<file path="config.mk">
export PLATFORM = sky130hd
export DESIGN_NAME = tdc_pair_acc
export DESIGN_NICKNAME = d
export VERILOG_FILES = /design/src/rtl/tdc_pkg.sv /design/src/rtl/tdc_sat_clip.sv /design/src/rtl/tdc_pair_acc.sv
export SDC_FILE = /design/constraint.sdc
export NUM_CORES = 1
export LEC_CHECK = 0
export BUFFER_PORTS_ARGS = -buffer_cell sky130_fd_sc_hd__buf_2
export CELL_PAD_IN_SITES_DETAIL_PLACEMENT = 1
export CELL_PAD_IN_SITES_GLOBAL_PLACEMENT = 2
export CORE_ASPECT_RATIO = 0.7
export CORE_MARGIN = 2
export CORE_UTILIZATION = 37
export CTS_BUF_LIST = sky130_fd_sc_hd__clkbuf_16
export DETAILED_ROUTE_END_ITERATION = 8
export PLACE_DENSITY = 0.78
export REMOVE_ABC_BUFFERS = 1
export SKIP_LAST_GASP = 1
export SYNTH_ARGS = -nofsm -noshare
export SYNTH_HDL_FRONTEND = slang
export SYNTH_SLANG_ARGS = --single-unit
</file>
<file path="constraint.sdc">
create_clock -name clk -period 2.9 [get_ports clk]
set_input_delay 0.435 -clock clk [delete_from_list [all_inputs] [get_ports clk]]
set_output_delay 0.435 -clock clk [all_outputs]
set_load 0.03 [all_outputs]
</file>
<file path="src/rtl/tdc_pkg.sv">
// Shared types and constants for the TDC pair combiner path.
package tdc_pkg;

  typedef enum logic {
    S_A = 1'b0,
    S_B = 1'b1
  } pair_state_t;

  localparam logic MODE_SUM  = 1'b0;
  localparam logic MODE_DIFF = 1'b1;

  localparam int DVAL_LEN_DEF = 16;

endpackage

</file>
<file path="src/rtl/tdc_sat_clip.sv">
// Arithmetic right shift, then narrow to OUT_W with saturation (PAIR_SAT_EN)
// or plain wrap-around (default build, sat tied low).
module tdc_sat_clip #(
  parameter int IN_W  = 39,
  parameter int OUT_W = 20,
  parameter int SHIFT = 0
) (
  input  logic signed [IN_W-1:0]  din,
  output logic        [OUT_W-1:0] dout,
  output logic                    sat
);

  logic signed [IN_W-1:0] shifted;
  assign shifted = din >>> SHIFT;

`ifdef PAIR_SAT_EN
  generate
    if (OUT_W >= IN_W) begin : g_wide
      assign dout = OUT_W'(shifted);
      assign sat  = 1'b0;
    end else begin : g_clip
      // Value fits only when every bit from the sign down to OUT_W-1 agrees.
      logic [IN_W-OUT_W:0] top;
      logic                ovf;
      assign top = shifted[IN_W-1:OUT_W-1];
      assign ovf = ~((&top) | ~(|top));

      // NOTE: outputs get defaults before the if so no latch is inferred.
      always_comb begin
        dout = shifted[OUT_W-1:0];
        sat  = 1'b0;
        if (ovf) begin
          sat  = 1'b1;
          dout = shifted[IN_W-1] ? {1'b1, {(OUT_W-1){1'b0}}}
                                 : {1'b0, {(OUT_W-1){1'b1}}};
        end
      end
    end
  endgenerate
`else
  generate
    if (OUT_W >= IN_W) begin : g_wide
      assign dout = OUT_W'(shifted);
    end else begin : g_wrap
      logic unused_high;
      assign unused_high = ^shifted[IN_W-1:OUT_W];
      assign dout        = shifted[OUT_W-1:0];
    end
  endgenerate
  assign sat = 1'b0;
`endif

endmodule

</file>
<file path="src/rtl/tdc_pair_acc.sv">
// Pairs consecutive samples into A+B / B-A, accumulates 2^ACC_LOG2 pairs and
// publishes a scaled, clipped result with stretched valid. PAIR_SAT_EN selects saturation.
module tdc_pair_acc
  import tdc_pkg::*;
#(
  parameter int IN_W     = 37,
  parameter int OUT_W    = 20,
  parameter int ACC_LOG2 = 0,
  parameter int OUT_LSB  = 0,
  parameter int DVAL_LEN = DVAL_LEN_DEF
) (
  input  logic             clk,
  input  logic             rst,
  input  logic             i_dval,
  input  logic [IN_W-1:0]  i_data,
  input  logic             i_mode,
  input  logic             i_sync,
  output logic [OUT_W-1:0] o_data,
  output logic             o_dval,
  output logic             o_sat,
  output logic             o_drop
);

  localparam int CMB_W  = IN_W + 2;
  localparam int ACC_W  = CMB_W + ACC_LOG2;
  localparam int CNT_W  = ACC_LOG2 + 1;
  localparam int DCNT_W = (DVAL_LEN > 1) ? $clog2(DVAL_LEN) : 1;

  localparam logic [CNT_W-1:0]  GRP_LAST  = CNT_W'((1 << ACC_LOG2) - 1);
  localparam logic [DCNT_W-1:0] DVAL_LOAD = DCNT_W'(DVAL_LEN - 1);

  pair_state_t              state;
  logic [IN_W-1:0]          a_q;
  logic signed [CMB_W-1:0]  a_ext, b_ext, comb_next, comb_q;
  logic                     comb_v;

  logic signed [ACC_W-1:0]  acc_q, sum_next, res_q;
  logic [CNT_W-1:0]         grp_cnt;
  logic                     grp_last, res_v;

  logic [OUT_W-1:0]         clip_data;
  logic                     clip_sat;
  logic [DCNT_W-1:0]        dcnt;

  // Both operands are unsigned, so two zero guard bits keep A+B and B-A exact.
  assign a_ext     = signed'({2'b00, a_q});
  assign b_ext     = signed'({2'b00, i_data});
  assign comb_next = (i_mode == MODE_DIFF) ? (b_ext - a_ext) : (a_ext + b_ext);

  // NOTE: all state below uses non-blocking assignments so every register
  // samples pre-edge values regardless of statement order.
  always_ff @(posedge clk or negedge rst) begin
    if (!rst) begin
      // NOTE: A is cleared too, so a half pair never survives a reset.
      state  <= S_A;
      a_q    <= '0;
      comb_q <= '0;
      comb_v <= 1'b0;
      o_drop <= 1'b0;
    end else begin
      comb_v <= 1'b0;
      o_drop <= 1'b0;
      if (i_sync) begin
        o_drop <= (state == S_B);
        if (i_dval) begin
          a_q   <= i_data;
          state <= S_B;
        end else begin
          state <= S_A;
        end
      end else if (i_dval) begin
        unique case (state)
          S_A: begin
            a_q   <= i_data;
            state <= S_B;
          end
          S_B: begin
            comb_q <= comb_next;
            comb_v <= 1'b1;
            state  <= S_A;
          end
        endcase
      end
    end
  end

  assign sum_next = acc_q + ACC_W'(comb_q);
  assign grp_last = (grp_cnt == GRP_LAST);

  always_ff @(posedge clk or negedge rst) begin
    if (!rst) begin
      acc_q   <= '0;
      grp_cnt <= '0;
      res_q   <= '0;
      res_v   <= 1'b0;
    end else begin
      res_v <= 1'b0;
      if (comb_v) begin
        if (grp_last) begin
          res_q   <= sum_next;
          res_v   <= 1'b1;
          acc_q   <= '0;
          grp_cnt <= '0;
        end else begin
          acc_q   <= sum_next;
          grp_cnt <= grp_cnt + 1'b1;
        end
      end
    end
  end

  tdc_sat_clip #(
    .IN_W  (ACC_W),
    .OUT_W (OUT_W),
    .SHIFT (OUT_LSB)
  ) u_clip (
    .din  (res_q),
    .dout (clip_data),
    .sat  (clip_sat)
  );

  // A new result reloads the stretcher, so back-to-back results keep o_dval high.
  always_ff @(posedge clk or negedge rst) begin
    if (!rst) begin
      o_data <= '0;
      o_sat  <= 1'b0;
      o_dval <= 1'b0;
      dcnt   <= '0;
    end else if (res_v) begin
      o_data <= clip_data;
      o_sat  <= clip_sat;
      o_dval <= 1'b1;
      dcnt   <= DVAL_LOAD;
    end else if (dcnt != '0) begin
      dcnt <= dcnt - 1'b1;
    end else begin
      o_dval <= 1'b0;
    end
  end

endmodule
</file>
# Yosys cells after proc, flatten, opt, wreduce, memory -nomap -nowiden
# Index checks and enable logic that the tools add are counted.
[totals]
reg_bits = 165
input_bits = 42
output_inout_bits = 23
[op_classes]
add_sub_neg = 5
eq_ne = 2
n_mux = 21
bitwise_logic = 3
n_reduce_logical = 6
[op_table]
columns = ["cell", "n"]
rows = [
  ["37-bit 2-to-1 mux", 4],
  ["39-bit 2-to-1 mux", 2],
  ["39-bit adder", 1],
  ["37-bit by 37-bit adder with 38-bit output", 1],
  ["37-bit by 37-bit subtractor with 38-bit output", 1],
  ["1-bit 2-to-1 mux", 12],
  ["4-bit 2-to-1 mux", 2],
  ["2-bit inequality test (second input constant)", 2],
  ["2-bit AND reduction", 2],
  ["2-bit nonzero test", 2],
  ["4-bit nonzero test", 1],
  ["4-bit by 1-bit subtractor with 4-bit output (second input constant)", 1],
  ["1-bit NOT", 3],
  ["3-bit AND reduction", 1],
  ["1-bit case mux with 2 select lines", 1],
  ["1-bit adder (second input constant)", 1],
]

# Logic depth before layout (Yosys ltp)
[depth]
ltp_word = 4
depth_mapped = 10
mapped_depth_nobuf = 9

# By module
# From an unflattened synthesis, not the netlist that was laid out.
[hier_totals]
hier_cells = 1053
area_unflattened_um2 = 9913.3
[modules_own_cells]
columns = ["module", "n_inst", "cells_each", "area_each_um2", "seq_area_each_um2"]
rows = [
  ["tdc_pair_acc", 1, 1031, 9751.9, 3628.5],
  ["tdc_sat_clip", 1, 22, 161.4, 0.0],
]

# Worst setup path after synthesis
# Ideal clock, no wire load.
[synth_path]
path_type = "input to register"
start = "input port i_data[12]"
end = "register comb_q[19]"
setup_time_ns = 0.139
arrival_ns = 2.368
setup_slack_ns = 0.393
stages = 7
cell_sequence = "ha_1 buf_6 or3_4 or4_4 or4_4 a32oi_1 o311ai_1"
[synth_via]
elab_chain_cells = 2
[synth_rtl]
columns = ["item", "line", "rtl"]
rows = [
  ["from (decl)", "tdc_pair_acc.sv:15", "input logic [IN_W-1:0] i_data,"],
  ["37-bit by 37-bit adder with 38-bit output / 37-bit by 37-bit subtractor with 38-bit output (equally long branches)", "tdc_pair_acc.sv:48", "assign comb_next = (i_mode == MODE_DIFF) ? (b_ext - a_ext) : (a_ext + b_ext);"],
  ["39-bit 2-to-1 mux *", "tdc_pair_acc.sv:48", ""],
  ["to (signal assigned)", "tdc_pair_acc.sv:78", "comb_q <= comb_next;"],
  ["to (decl)", "tdc_pair_acc.sv:34", "logic signed [CMB_W-1:0] a_ext, b_ext, comb_next, comb_q;"],
]
# Every way passes the cells marked *; elsewhere a longest branch is shown, timed or not.
# A chain may end at the register's enable or synchronous reset.

# Worst setup path after layout
[layout_path]
start = "register a_q[7]"
end = "register comb_q[15]"
[layout_via]
elab_chain_cells = 2
[layout_rtl]
columns = ["item", "line", "rtl"]
rows = [
  ["from (decl)", "tdc_pair_acc.sv:33", "logic [IN_W-1:0] a_q;"],
  ["from (signal assigned)", "tdc_pair_acc.sv:66", "a_q <= i_data;"],
  ["from (signal assigned)", "tdc_pair_acc.sv:74", "a_q <= i_data;"],
  ["37-bit by 37-bit adder with 38-bit output / 37-bit by 37-bit subtractor with 38-bit output (equally long branches)", "tdc_pair_acc.sv:48", ""],
  ["39-bit 2-to-1 mux *", "tdc_pair_acc.sv:48", ""],
]
# Marks and branches as above.

==> impl_metrics.env <==
export IMPL_status="finished, final reports clean"
export IMPL_cts_sinks=89
export IMPL_fp_dieW_um=147
export IMPL_dp_hpwl_um=10300
export IMPL_cts_root_buf="clkbuf_16"
export IMPL_ys_seq_elements=89
export IMPL_worstPathArrival_ns=2.98
export IMPL_worst_slew_pin_slew_ns=0.892
export IMPL_end_kind="flop"
export IMPL_cts_tree="built"
export IMPL_async_reset_ff_share_pct=100
export IMPL_period_needed_ns=2.69
export IMPL_fin_hold_ws_ns=0.0853
export IMPL_syn_inst=533
export IMPL_synth_edff_count=0
export IMPL_initial_core_util_pct=38.0
export IMPL_slew_violations=0
export IMPL_clockBufferDepth=2
export IMPL_grt_pass1_wl_um=22700
export IMPL_grt_max_degree=48
export IMPL_multi_input_area_um2=2810
export IMPL_relSlewSlack_pct=40.5
export IMPL_drive_gt1_share_pct=25.6
export IMPL_first_global_vias=4410
export IMPL_ios=65
export IMPL_numPortBuffers=46
export IMPL_fin_skew_ns=0.00382
export IMPL_period_share_pct=92.8
export IMPL_place_congestion=0.919
export IMPL_fillCellCount=1613
export IMPL_setup_viol=0
export IMPL_clock_latency_ns=0.35
export IMPL_num_rows=36
export IMPL_numCtsBuffers=9
export IMPL_num_antenna_cells=0
export IMPL_worstSetupStartpointType="flop"
export IMPL_avgSynthCellArea_um2=9.96
export IMPL_rr_endpoint="comb_q[15]"
export IMPL_max_freq_ghz=0.372
export IMPL_die_area_um2=15300
export IMPL_leakagePower_nw=2.87
export IMPL_core_area_um2=14000
export IMPL_hold_violations=0
export IMPL_fin_nets=671
export IMPL_ir_drop_mv=0.455
export IMPL_path_clk_slew_ns=0.07
export IMPL_antenna_found_initial=0
export IMPL_post_cts_buffers=0
export IMPL_wl_per_cell_um=16.9
export IMPL_final_cell_mix="dfrtp_1 (89), mux2_2 (58), buf_2 (45), inv_1 (40), ha_1 (39)"
export IMPL_seqCellArea_um2=2230
export IMPL_ant_nets=0
export IMPL_reg2reg_depth=10
export IMPL_wl_um=13300
export IMPL_cp_max_fo=11
export IMPL_seq_area_frac_synth_pct=42.0
export IMPL_netlist_area_um2=5310
export IMPL_r2r_start="a_q[7]"
export IMPL_r2r_slack_ns=0.21
export IMPL_vias=4109
export IMPL_pwr_density_cell_nw_per_um2=836
export IMPL_worstSetupPathType="flop to flop"
export IMPL_die_h_um=104
export IMPL_vias_per_cell=5.25
export IMPL_cp_required_ns=3.19
export IMPL_final_common_cell="dfrtp_1"
export IMPL_yosysWarnings=0
export IMPL_drt_first_pass_iters=4
export IMPL_synth_top_flop_cell="dfrtp_1"
export IMPL_hold_path_class="input port to asynchronous set/reset pin"
export IMPL_drtIter0Drc=231
export IMPL_rsz0062_at_grt="false"
export IMPL_fin_setup_tns_ns=0
export IMPL_h_tree_depth=3
export IMPL_drc=0
export IMPL_grt_overflow=0
export IMPL_area_delta_synth_final_pct=16.1
export IMPL_cap_viol_max_count=0
export IMPL_grtUsageTotal_pct=18.5
export IMPL_synth_cell_types=60
[repair_timing]
item | 4_1_cts | 5_1_grt
gates resized for setup | 0 | 1
endpoints found under the setup margin | 0 | 1
hold buffers | 0 | 0
[sequential cells by signal (all words and copies together) (netlist names)]
register	cells
a_q	20
comb_q	20
comb_v	1
dcnt	4
o_data	20
o_drop	1
o_dval	1
res_q	20
res_v	1
state	1
[cell usage after synthesis, types with 2 or more instances]
cell type,instances,area (um^2)
nand3b_1,2,15.0
o31ai_1,7,52.6
a41oi_1,3,26.3
a311oi_1,3,26.3
xnor2_1,13,114
and3_1,3,18.8
mux2_2,58,653
clkbuf_1,19,71.3
nand2_1,38,143
o22ai_1,4,25.0
nand3_1,9,45.0
buf_2,3,15.0
inv_1,39,146
a21boi_0,2,15.0
dfrtp_1,89,2230
mux2i_1,2,20.0
nor4_1,4,25.0
o21ai_1,2,10.0
nor2b_1,7,43.8
nor3_1,10,50.1
nor2_1,28,105
a21o_1,3,22.5
ha_1,39,488
a211oi_1,3,22.5
fa_1,2,40.0
or4_4,2,22.5
a2111oi_0,3,26.3
o21ai_0,36,180
o211ai_1,3,22.5
nand2b_1,7,43.8
a31oi_1,4,25.0
o2111ai_1,2,17.5
o21bai_1,4,30.0
a221oi_1,4,35.0
xor2_1,5,43.8
a21oi_1,38,190
nand4_1,3,18.8
and2_1,2,12.5
a211o_1,3,26.3
buf_4,2,15.0
buf_1,4,15.0
[power by group]
| group | internal (mW) | switching [mW] | total [mW] |
|---|---|---|---|
| Clock | 0.676 | 0.520 | 1.20 |
| Combinational | 0.814 | 1.14 | 1.95 |
| Sequential | 1.71 | 0.294 | 2.00 |
| Total | 3.20 | 1.95 | 5.15 |
[how the worst max path moves through the flow]
stage | startpoint | to | slack [ns] | cells past startpoint
after floorplan | i_data[12] | comb_q[19] | 0.41 | 6
after detailed placement | i_data[7] | comb_q[19] | 0.07 | 9
final | a_q[7] | comb_q[15] | 0.21 | 10
after global routing | a_q[8] | comb_q[15] | 0.02 | 10
after global placement | i_data[3] | comb_q[15] | 0.13 | 10
after CTS | a_q[1] | comb_q[19] | 0.17 | 10
[worst max-delay path: stages (launching register included)]
cell and delay (ns):
dfrtp_1 0.37, inv_1 0.05, ha_1 0.43, nor2_1 0.14, o21ai_0 0.13, a31oi_1 0.29, nor2_1 0.14, a2111oi_0 0.63
buf_4 0.22, o2111ai_1 0.13, nand3_1 0.10
[metrics by stage]
stage / cells / utilization (%) / power (mW) / area (um^2) / setup WS [ns]
floorplan: 504 / - / 3.29 / 5180 / 0.407
global placement: 767 / 41.9 / 3.87 / 5850 / 0.133
detailed placement: 767 / 41.9 / 3.98 / 5850 / 0.0691
CTS: 783 / 44.1 / 5.22 / 6160 / 0.167
global route: 783 / 44.1 / 5.53 / 6160 / 0.0189
finish: 783 / 44.1 / 5.15 / 6160 / 0.210
[metal layers]
| layer | up-vias | part of all wire (%) | GRT usage, % |
|---|---|---|---|
| met5 | - | 0 | 0 |
| met4 | 0 | 1.1 | 4.60 |
| met3 | 9 | 5.1 | 4.12 |
| met2 | 91 | 42 | 27.5 |
| met1 | 2007 | 52 | 27.4 |
| li1 | 2002 | - | - |
[area by class of cell]
| cell class | instances | share of cell area (%) |
|---|---|---|
| well taps | 190 | 3.86 |
| inverters | 39 | 2.38 |
| clock inverters | 7 | 1.34 |
| multi-input cells | 376 | 45.6 |
| flip-flops and latches | 89 | 36.1 |
| repair buffers | 73 | 7.07 |
| clock buffers | 9 | 3.65 |
[kinds of logic (layout without fill, tap and decap cells)]
logic type                 count (synthesis)  after routing  share of synthesized area (%)
adders and majority gates                 41             41                           9.95
xor gates and xnor gates                  18             18                           2.97
muxes                                     60             60                           12.7
buffers and inverters                     68            128                           5.16
and+or+nand+nor                          123            123                           11.5
DFF                                       89             89                           42.0
other                                      1              1                         0.0707
AOI/OAI and AO/OA                        133            133                           15.7
Power figures use the tool's default switching activity.
